**config.mk**
```make
export PLATFORM = sky130hd
export DESIGN_NAME = clock_reset_gen
export DESIGN_NICKNAME = d
export VERILOG_FILES = /design/src/rtl/clock_reset_gen_pkg.sv /design/src/rtl/clock_reset_gen_rst_stretch.sv /design/src/rtl/clock_reset_gen.sv
export SDC_FILE = /design/constraint.sdc
export NUM_CORES = 1
export LEC_CHECK = 0
export ABC_AREA = 1
export BUFFER_PORTS_ARGS = -buffer_cell sky130_fd_sc_hd__buf_2
export CAP_MARGIN = 20
export CORE_AREA = 5 5 42 44
export CTS_CLUSTER_DIAMETER = 30
export DETAILED_ROUTE_END_ITERATION = 8
export DIE_AREA = 0 0 47 49
export PLACE_DENSITY_LB_ADDON = 0.2
export SYNTH_ARGS = -nofsm -noshare
export SYNTH_HDL_FRONTEND = slang
export SYNTH_SLANG_ARGS = --single-unit
```
**constraint.sdc**
```tcl
create_clock -name x1 -period 1.1 [get_ports x1]
set_input_delay 0.055 -clock x1 [delete_from_list [all_inputs] [get_ports x1]]
set_output_delay 0.055 -clock x1 [all_outputs]
set_load 0.02 [all_outputs]
```
**src/rtl/clock_reset_gen_pkg.sv**
```systemverilog
// Shared types and constants for the 8085 clock/reset front end.
// Phase encoding, reset phase and stretch-counter sizing live here.
package intel8085_clk_pkg;

  typedef enum logic [1:0] {PH_T0, PH_T1, PH_T2, PH_T3} phase_t;

  // Reset parks the phase in T3 so the first released edge lands in T0.
  localparam phase_t PH_RESET = PH_T3;

  localparam int RST_HOLD_MAX = 15;
  localparam int RST_CNT_W    = 4;

  function automatic phase_t next_phase(input phase_t p);
    phase_t n;
    n = PH_T0;
    case (p)
      PH_T0:   n = PH_T1;
      PH_T1:   n = PH_T2;
      PH_T2:   n = PH_T3;
      default: n = PH_T0;
    endcase
    return n;
  endfunction

endpackage

```
**src/rtl/clock_reset_gen_rst_stretch.sv**
```systemverilog
// Reset stretcher: holds reset for RST_HOLD complete CLK periods after
// resetn_in is released, releasing only on an edge that produces T0.
module rst_stretch
  import intel8085_clk_pkg::*;
#(
  parameter int RST_HOLD = 3
) (
  input  logic x1,
  input  logic resetn_in,
  input  logic tick,
  output logic reset,
  output logic reset_out,
  output logic cycle_start
);

  localparam logic [RST_CNT_W-1:0] HOLD = RST_CNT_W'(RST_HOLD);

  logic [RST_CNT_W-1:0] rst_cnt;
  logic                 reset_next;

  // Once released, reset stays low until resetn_in drops again.
  // NOTE: every variable driven in always_comb gets a default first so no latch is inferred.
  always_comb begin
    reset_next = reset;
    if (tick && (rst_cnt == '0)) reset_next = 1'b0;
  end

  // NOTE: sequential state uses non-blocking assignments so all flops see pre-edge values.
  always_ff @(posedge x1) begin
    if (!resetn_in) begin
      rst_cnt     <= HOLD;
      reset       <= 1'b1;
      reset_out   <= 1'b1;
      cycle_start <= 1'b0;
    end else begin
      if (tick && (rst_cnt != '0)) rst_cnt <= rst_cnt - RST_CNT_W'(1);
      reset       <= reset_next;
      reset_out   <= reset_next;
      cycle_start <= tick && !reset_next;
    end
  end

endmodule

```
**src/rtl/clock_reset_gen.sv**
```systemverilog
// 8085 clock/reset front end: four-phase sequencer, registered phi1/phi2/CLK
// decode, phase-aligned READY sample and the stretched core reset.
module clock_reset_gen
  import intel8085_clk_pkg::*;
#(
  parameter int RST_HOLD = 3
) (
  input  logic x1,
  input  logic resetn_in,
  input  logic ready_in,
  output logic phi1,
  output logic phi2,
  output logic clk_out,
  output logic reset,
  output logic reset_out,
  output logic ready_sync,
  output logic cycle_start
);

  phase_t ph;
  phase_t ph_next;
  logic   tick;

  always_comb begin
    ph_next = PH_T0;
    ph_next = next_phase(ph);
  end

  assign tick = (ph_next == PH_T0);

  always_ff @(posedge x1) begin
    if (!resetn_in) ph <= PH_RESET;
    else            ph <= ph_next;
  end

  // Outputs are decoded from the next phase so they are registered yet in step with ph.
  always_ff @(posedge x1) begin
    if (!resetn_in) begin
      phi1       <= 1'b0;
      phi2       <= 1'b0;
      clk_out    <= 1'b0;
      ready_sync <= 1'b0;
    end else begin
      phi1    <= (ph_next == PH_T0);
      phi2    <= (ph_next == PH_T2);
      clk_out <= (ph_next == PH_T0) || (ph_next == PH_T1);
      if (ph_next == PH_T3) ready_sync <= ready_in;
    end
  end

  rst_stretch #(
    .RST_HOLD (RST_HOLD)
  ) u_rst_stretch (
    .x1          (x1),
    .resetn_in   (resetn_in),
    .tick        (tick),
    .reset       (reset),
    .reset_out   (reset_out),
    .cycle_start (cycle_start)
  );

endmodule
```
==> results.cfg, run 1 <==
[pwr]
peakVddDrop_mv = 1.08
clkPwrFrac_pct = 21.6
swShare_pct = 30.8
pwr-share-seq_pct = 45.9
p_sw_w = 0.000364
powerDensity_nw_per_um2 = 1710
fin_total_pwr_w = 0.00118
intPower_w = 0.000816
p_leak_nw = 0.357
combPwrFrac_pct = 32.4

[clock_tree]
cts_tree = built
insertion_delay_ns = 0.26
cts-root-buf = clkbuf_4
clk_pin_slew_ns = 0.07
cts_buffer_depth = 2
clock-sinks = 12
htree_levels = 1
cts_hold_buf = 0
cts_buffers = 3

[synth]
synth-xor-area-share_pct = 0
synth_fa_ha_area_share_pct = 14.6
synth_simple_gate_area_share_pct = 20.4
ys_ff_latch = 12
synth_mux_area_share_pct = 0
synth.avg_cell_area_um2 = 8.43
synth_cell_types = 15
synthCells = 61
yosys-top-cells-area = dfxtp_1, ha_1, inv_1
yosysWarningCount = 0
yosysSeqAreaShare_pct = 46.7
syn_area_um2 = 514
synth_top_area_share_pct = 46.7
synth_top_family_by_area = simple AND/OR/NAND/NOR gates
synth_top_area_cell = dfxtp_1
synth_nets = 70
synth_compound_area_share_pct = 7.79

[grt]
grt_busiest_layer = met1
grt_overflow_total = 0
grt_util_met3_pct = 5.54
grt_pass1_vias = 328
grt_pass1_wl_um = 1290
gr-usage-all-layers_pct = 7.78
grt_antenna_before_repair = 0
grt_max_degree = 10
met1_usage_pct = 10.5
grtUsageMet2_pct = 10.2

[critical_path]
cp_max_fo = 5
required_ns = 1.25
start_kind = flip-flop
cp-end-kind = flip-flop
crit_type = reg -> reg
path_cells = inv_1, ha_4, nand2_4, nand2_2, a21oi_1, o21ai_1
crit_path_top_delay_cell = dfxtp_2
arrival_ns = 1.18
cpPeakStageDelay_ns = 0.33

[detailed_routing]
dr.pass1.iters = 3
wl_um = 830
num_vias = 403
postRouteAntennaNets = 0
routedWlPerCell_um = 8.65
drc_errors = 0
drt_iter0_markers = 1
routed_via_density = 4.20

[floorplanning]
coreArea_um2 = 1400
die_area_um2 = 2300
initial_utilization_pct = 36.7
die_width_um = 47
die_h_um = 49
ios = 10
row_count = 14

[sta]
max_clock_freq_ghz = 0.971
hold_ws_ns = 0.0194
relSlewSlack_pct = 87.1
grt_setup_unrepaired = no
fin_skew_ns = 0.00102
fin_crit_sh_pct = 93.6
tightest_slew_ns = 0.193
slew_violations = 0
setup-violations-final = 0
hold_viol_final = 0
fin_setup_tns_ns = 0
min_period_ns = 1.03
setup_ws_ns = 0.0699

[cells_and_area]
stdcell_count = 96
n_fill_cell = 142
antenna_cells = 0
drive_gt1_share_pct = 40.0
area_growth_pct = 34.6
nets = 91

[placed_design]
hpwl_um = 647
post-place-ws_ns = -0.0535
routabilityCongestion = 0.688
io_buffers = 9
dp.cells = 93

[status]
status = finished clean

[job]
maxCapViolations = 0

[worst_hold_path]
hold_path.class = in -> reg
## timing repair
action	CTS	global route
gates resized for setup	4	6
setup endpoints to repair	4	6
buffers inserted	0	0
pin swaps	2	0
## cells by family after synthesis
kind of cell             after synthesis
buffers and inverters                 13
adder cells (fa/ha/maj)                6
AND/OR/NAND/NOR                       23
AO/OA/AOI/OAI                          7
flip-flops                            12
## critical path, delay by kind of cell, from the launching register on
kind,cells,cell delay (ns)
flops,1,0.33
compound gates,2,0.19
fa+ha+maj,1,0.17
simple gates,2,0.16
buf+inv,1,0.07
## through the flow
step / cell area (um2) / util, %
floorplan: 514 / -
global placement: 634 / 45.3
detailed placement: 634 / 45.3
CTS: 673 / 48.0
global route: 692 / 49.4
finish: 692 / 49.4
## path summary, 6_finish.rpt
path / end / slack [ns] / from / cells past startpoint
max: u_rst_stretch.rst_cnt[1] / 0.07 / u_rst_stretch.rst_cnt[0] / 6
min: ready_sync / 0.02 / ready_in / 3
min reg2reg: u_rst_stretch.reset / 0.47 / u_rst_stretch.reset / 2
max reg2reg: u_rst_stretch.rst_cnt[1] / 0.07 / u_rst_stretch.rst_cnt[0] / 6
## registers in the layout (all words and copies together) (netlist names)
register and flops:
ph 2, phi2 1, u_rst_stretch.rst_cnt 4, ready_sync 1
clk_out 1, u_rst_stretch.cycle_start 1, u_rst_stretch.reset 1, phi1 1
## per-layer routing
layer | vias up | part of all wire (%)
li1 | 227 | -
met1 | 167 | 50
met2 | 9 | 42
met3 | 0 | 7.5
met4 | 0 | 0
met5 | - | 0
## layout make-up
class	count	area, um2	share of cell area [%]
Inverter	11	41.3	5.97
Tap cell	16	20.0	2.89
Clock buffer	3	22.5	3.25
Multi-Input combinational cell	36	250	36.2
Sequential cell	12	245	35.4
Timing Repair Buffer	18	113	16.3
## power by group through the flow
stage          Sequential, W  Combinational [W]  Clock (W)
3_5_place_dp        0.000539           0.000358          0
4_1_cts             0.000538           0.000369   0.000275
6_report            0.000542           0.000383   0.000255
3_3_place_gp        0.000538           0.000359          0
2_1_floorplan       0.000571           0.000170          0
5_1_grt             0.000548           0.000429   0.000299
## Yosys cell counts (all sizes together)
cell type	instances
a31oi	1
ha	6
a21oi	2
nor2	9
nand4	2
o21ai	4
nand2	9
dfxtp	12
nand3	3
buf	2
inv	11
## cells in the final DEF, fill, tap and decap left out
cell,count
inv_1,11
ha_4,2
buf_2,9
nand2_2,2
nand3_1,3
dfxtp_2,4
buf_4,9
dfxtp_1,8
o21ai_2,1
nor2_2,1
a31oi_1,1
o21ai_0,2
ha_1,4
clkbuf_4,3
nand4_1,2
a21oi_1,2
nand2_4,1
nand2_1,6
o21ai_1,1
nor2_1,8
Power figures use the tool's default switching activity.
==> run 2: changes to the inputs <==
Clock period 1.1 ns to 1.23 ns, I/O delays scaled along.
==> results.cfg, run 2 (synthesis gave the netlist of run 1 again) <==
[sta]
fin_crit_sh_pct = 90.6
slew_violations = 0
tightest_slew_ns = 0.213
fin_skew_ns = 0.00390
relSlewSlack_pct = 85.8
hold_viol_final = 0
grt_setup_unrepaired = no
fin_setup_tns_ns = 0
setup-violations-final = 0
max_clock_freq_ghz = 0.898
min_period_ns = 1.11

[detailed_routing]
num_vias = 403
drt_iter0_markers = 5
dr.pass1.iters = 3
routedWlPerCell_um = 10.3
postRouteAntennaNets = 0
drc_errors = 0
wl_um = 930
routed_via_density = 4.48

[clock_tree]
clock-sinks = 12
htree_levels = 1
cts-root-buf = clkbuf_4
cts_tree = built
insertion_delay_ns = 0.27
cts_buffers = 3
cts_buffer_depth = 2
clk_pin_slew_ns = 0.08

[critical_path]
cp_max_fo = 4
cpPeakStageDelay_ns = 0.44
required_ns = 1.40
r2r-start = ph[0]
crit_path_top_delay_cell = dfxtp_1
timing.critical_path.from = ph[0]
crit_type = reg -> reg
arrival_ns = 1.29
start_kind = flip-flop
cp_num_buf_inv = 2
crit_family = flip-flops
path_cells = inv_1, ha_1, nor2_1, inv_1
cp-end-kind = flip-flop
crit_path_frequent_cell = inv_1

[cells_and_area]
nets = 84
largest_reg_flops = 4
top_register = u_rst_stretch.rst_cnt
drive_gt1_share_pct = 35.1
top_regs = u_rst_stretch.rst_cnt: 4 flops, ph: 2 flops
antenna_cells = 0
area_growth_pct = 26.8
n_fill_cell = 141
final_common_cell = dfxtp_1
final_cell_mix = dfxtp_1, inv_1, buf_2

[worst_hold_path]
hold_start = resetn_in
hold_path.class = in -> reg

[grt]
gr-usage-all-layers_pct = 9.32
grt_pass1_wl_um = 1460
grt_max_degree = 10
grt_pass1_vias = 342
grt_overflow_total = 0
grt_antenna_before_repair = 0

[floorplanning]
die_width_um = 47
coreArea_um2 = 1400
die_h_um = 49
ios = 10
die_area_um2 = 2300
initial_utilization_pct = 36.7
row_count = 14

[status]
status = finished clean

[pwr]
peakVddDrop_mv = 0.695
fin_total_pwr_w = 0.00109
powerDensity_nw_per_um2 = 1670
p_leak_nw = 0.324

[job]
maxCapViolations = 0

[placed_design]
io_buffers = 9
hpwl_um = 596
routabilityCongestion = 0.746
-- run 2: cell count changes in the layout (fill, tap and decap cells not counted), sizes merged --
cell / before / now
dlygate4sd3: 0 / 1
buf: 18 / 10
clkbuf: 3 / 4
-- run 2: worst paths after layout --
check | to | slack [ns] | depth (start not counted)
worst max-delay path | ph[1] | 0.12 | 4
worst min-delay path | u_rst_stretch.reset | 0.06 | 2
worst max register to register | ph[1] | 0.12 | 4
worst min register to register | u_rst_stretch.reset | 0.47 | 2
-- run 2: cell type report --
cell class,instances,area [um2],area share [%]
Multi-Input combinational cell,36,249,38.2
Sequential cell,12,243,37.2
Timing Repair Buffer,11,62.6,9.60
Inverter,11,41.3,6.33
Clock buffer,4,36.3,5.57
Tap cell,16,20.0,3.07
-- run 2: metal layers --
layer,part of all wire (%),vias up,track usage (%)
li1,-,214,-
met1,46,176,11.1
met2,45,9,12.4
met3,4.9,4,3.32
met4,3.4,0,8.29
met5,0,-,0
-- run 2: stage by stage --
step	hold WS, ns	setup WS, ns	util [%]	std cells	instance area [um2]
final	0.0573	0.116	46.5	90	652
after global routing	0.0626	0.0342	46.5	90	652
after CTS	0.00554	0.00540	43.8	89	614
after global placement	0.297	0.0765	40.4	84	567
after floorplan	0.189	0.130	-	61	514
after detailed placement	0.299	0.0349	40.4	84	567
-- run 2: power by group --
part / internal [W] / switching, W / leakage (nW) / total [W]
combinational: 0.000109 / 0.000171 / 0.205 / 0.000281
sequential: 0.000447 / 0.0000431 / 0.0983 / 0.000490
clock: 0.000180 / 0.000140 / 0.0210 / 0.000320
-- run 2: timing repair --
action                                  4_1_cts  5_1_grt
pin swaps                                     1        1
gates resized for setup                       1        9
cloned                                        0        0
endpoints found under the setup margin        1        5
hold endpoints to repair                      0        1
hold buffers                                  0        1
setup buffers                                 1        0
==> run 3: changes to the inputs <==
Settings changed: ABC_AREA 1 to not set.
==> results.cfg, run 3 <==
[clock_tree]
insertion_delay_ns = 0.27
cts-root-buf = clkbuf_4
htree_levels = 1
cts_buffers = 3
clk_pin_slew_ns = 0.07
clock-sinks = 12
cts_hold_buf = 0
cts_buffer_depth = 2
cts_tree = built

[placed_design]
dp.cells = 86
post-place-ws_ns = -0.202
routabilityCongestion = 0.712
hpwl_um = 685
io_buffers = 9
dpl-instance-area_um2 = 663

[detailed_routing]
routed_via_density = 4.43
wl_um = 958
num_vias = 403
drt_iter0_markers = 2
postRouteAntennaNets = 0
routedWlPerCell_um = 10.5
dr.pass1.iters = 2
drc_errors = 0

[floorplanning]
die_h_um = 49
die_area_um2 = 2300
coreArea_um2 = 1400
ios = 10
die_width_um = 47
row_count = 14
initial_utilization_pct = 36.2

[synth]
yosysWarningCount = 0
synth_commonest_cells = dfxtp_1, inv_1, ha_1
synth_cell_types = 20
synth-edff-count = 0
synth_nets = 60
yosysMostFrequentCell = dfxtp_1
yosysSeqAreaShare_pct = 47.3
synthCells = 51
ys_async_sr_fraction_pct = 0
synth_top_area_share_pct = 47.3
synth.avg_cell_area_um2 = 9.96
syn_area_um2 = 508
ys_ff_latch = 12
synth_top_area_cell = dfxtp_1
yosys_most_used_dff = dfxtp_1
yosys-top-cells-area = dfxtp_1, ha_1, inv_1

[sta]
slew_violations = 0
fin_skew_ns = 0.00227
relSlewSlack_pct = 87.1
hold_viol_final = 0
tightest_slew_ns = 0.191
fin_crit_sh_pct = 118
setup_ws_ns = -0.222
grt_setup_unrepaired = yes
max_clock_freq_ghz = 0.689
setup-violations-final = 3
min_period_ns = 1.45

[cells_and_area]
stdcell_count = 91
final_cell_mix = buf_4, buf_2, dfxtp_1
top_regs = u_rst_stretch.rst_cnt: 4 flops, ph: 2 flops
antenna_cells = 0
regArea_um2 = 245
final_common_cell = buf_4
multi_input_area_um2 = 279
final_cell_area_um2 = 749
n_fill_cell = 128
top_register = u_rst_stretch.rst_cnt
largest_reg_flops = 4
drive_gt1_share_pct = 49.3
nets = 85
area_growth_pct = 47.5

[worst_hold_path]
hold_path.class = in -> reg
hold_path_end = u_rst_stretch.reset
hold_start = resetn_in
whs_path_depth = 2

[pwr]
peakVddDrop_mv = 1.11
powerDensity_nw_per_um2 = 1440
p_leak_nw = 0.360
fin_total_pwr_w = 0.00108

[grt]
grt_pass1_vias = 410
grt_max_degree = 11
grt_antenna_before_repair = 0
grt_busiest_layer = met2
grt_overflow_total = 0
grt_util_met3_pct = 4.43
met1_usage_pct = 12.4
grt_pass1_wl_um = 1700
gr-usage-all-layers_pct = 10.1
grtUsageMet2_pct = 15.6

[critical_path]
r2r-start = ph[1]
start_kind = flip-flop
reg2reg_slack_ns = -0.22
cpPeakStageDelay_ns = 0.45
arrival_ns = 1.65
reg2reg_to = u_rst_stretch.rst_cnt[3]
cp-end-kind = flip-flop
cp_max_fo = 2
path_cells = ha_4, or4b_4, or3_1, a21boi_1
required_ns = 1.43
reg2regPathDepth = 4
crit_type = reg -> reg
crit_path_top_delay_cell = or4b_4

[job]
maxCapViolations = 0

[status]
violations = negative setup slack
status = finished with violations
[run 3: logic make-up after synthesis]
| family | count (synthesis) | synth area share [%] |
|---|---|---|
| AO/OA/AOI/OAI | 8 | 10.3 |
| flip-flops | 12 | 47.3 |
| adder cells (fa/ha/maj) | 6 | 14.8 |
| buffers and inverters | 8 | 6.65 |
| multiplexers | 1 | 1.97 |
| AND/OR/NAND/NOR | 16 | 19.0 |
[run 3: timing repair]
item | 4_1_cts | 5_1_grt
buffers inserted | 0 | 1
gates resized for setup | 7 | 6
pin swaps | 0 | 2
endpoints found under the setup margin | 3 | 3
[run 3: worst max-delay path by stage]
stage	from	endpoint	slack, ns	cells after the start
6_report	ph[1]	u_rst_stretch.rst_cnt[3]	-0.22	4
5_1_grt	ph[1]	u_rst_stretch.rst_cnt[3]	-0.28	4
4_1_cts	ph[1]	u_rst_stretch.rst_cnt[3]	-0.23	4
3_5_place_dp	ph[1]	u_rst_stretch.rst_cnt[3]	-0.20	4
3_3_place_gp	ph[1]	u_rst_stretch.rst_cnt[3]	-0.19	4
2_1_floorplan	ph[1]	u_rst_stretch.rst_cnt[3]	-0.18	4
[run 3: critical path: cells and delay by family (launching register included)]
kind / cells / cell delay, ns
DFF: 1 / 0.35
AOI/OAI and AO/OA: 1 / 0.13
adders and majority gates: 1 / 0.13
and+or+nand+nor: 2 / 0.77
[run 3: report_power, final]
part	internal, W	switching [W]
sequential	0.000443	0.0000292
clock	0.000180	0.000125
combinational	0.000158	0.000144
total	0.000780	0.000298
[run 3: layer usage]
layer / routed length, um / up-vias
li1: - / 216
met1: 444 / 176
met2: 445 / 9
met3: 50 / 2
met4: 17 / 0
met5: 0 / -
[run 3: stage by stage]
stage          TNS, ns  hold slack [ns]  utilization (%)
2_1_floorplan   -0.231            0.123                -
3_3_place_gp    -0.343            0.321             47.3
3_5_place_dp    -0.421            0.323             47.3
4_1_cts         -0.410           0.0320             51.2
5_1_grt         -0.564           0.0459             53.5
6_report        -0.364           0.0405             53.5
[run 3: layout make-up]
type                            count  area share, %
Clock buffer                        4           4.84
Inverter                            7           3.51
Multi-Input combinational cell     31           37.2
Sequential cell                    12           32.7
Tap cell                           16           2.67
Timing Repair Buffer               21           19.0
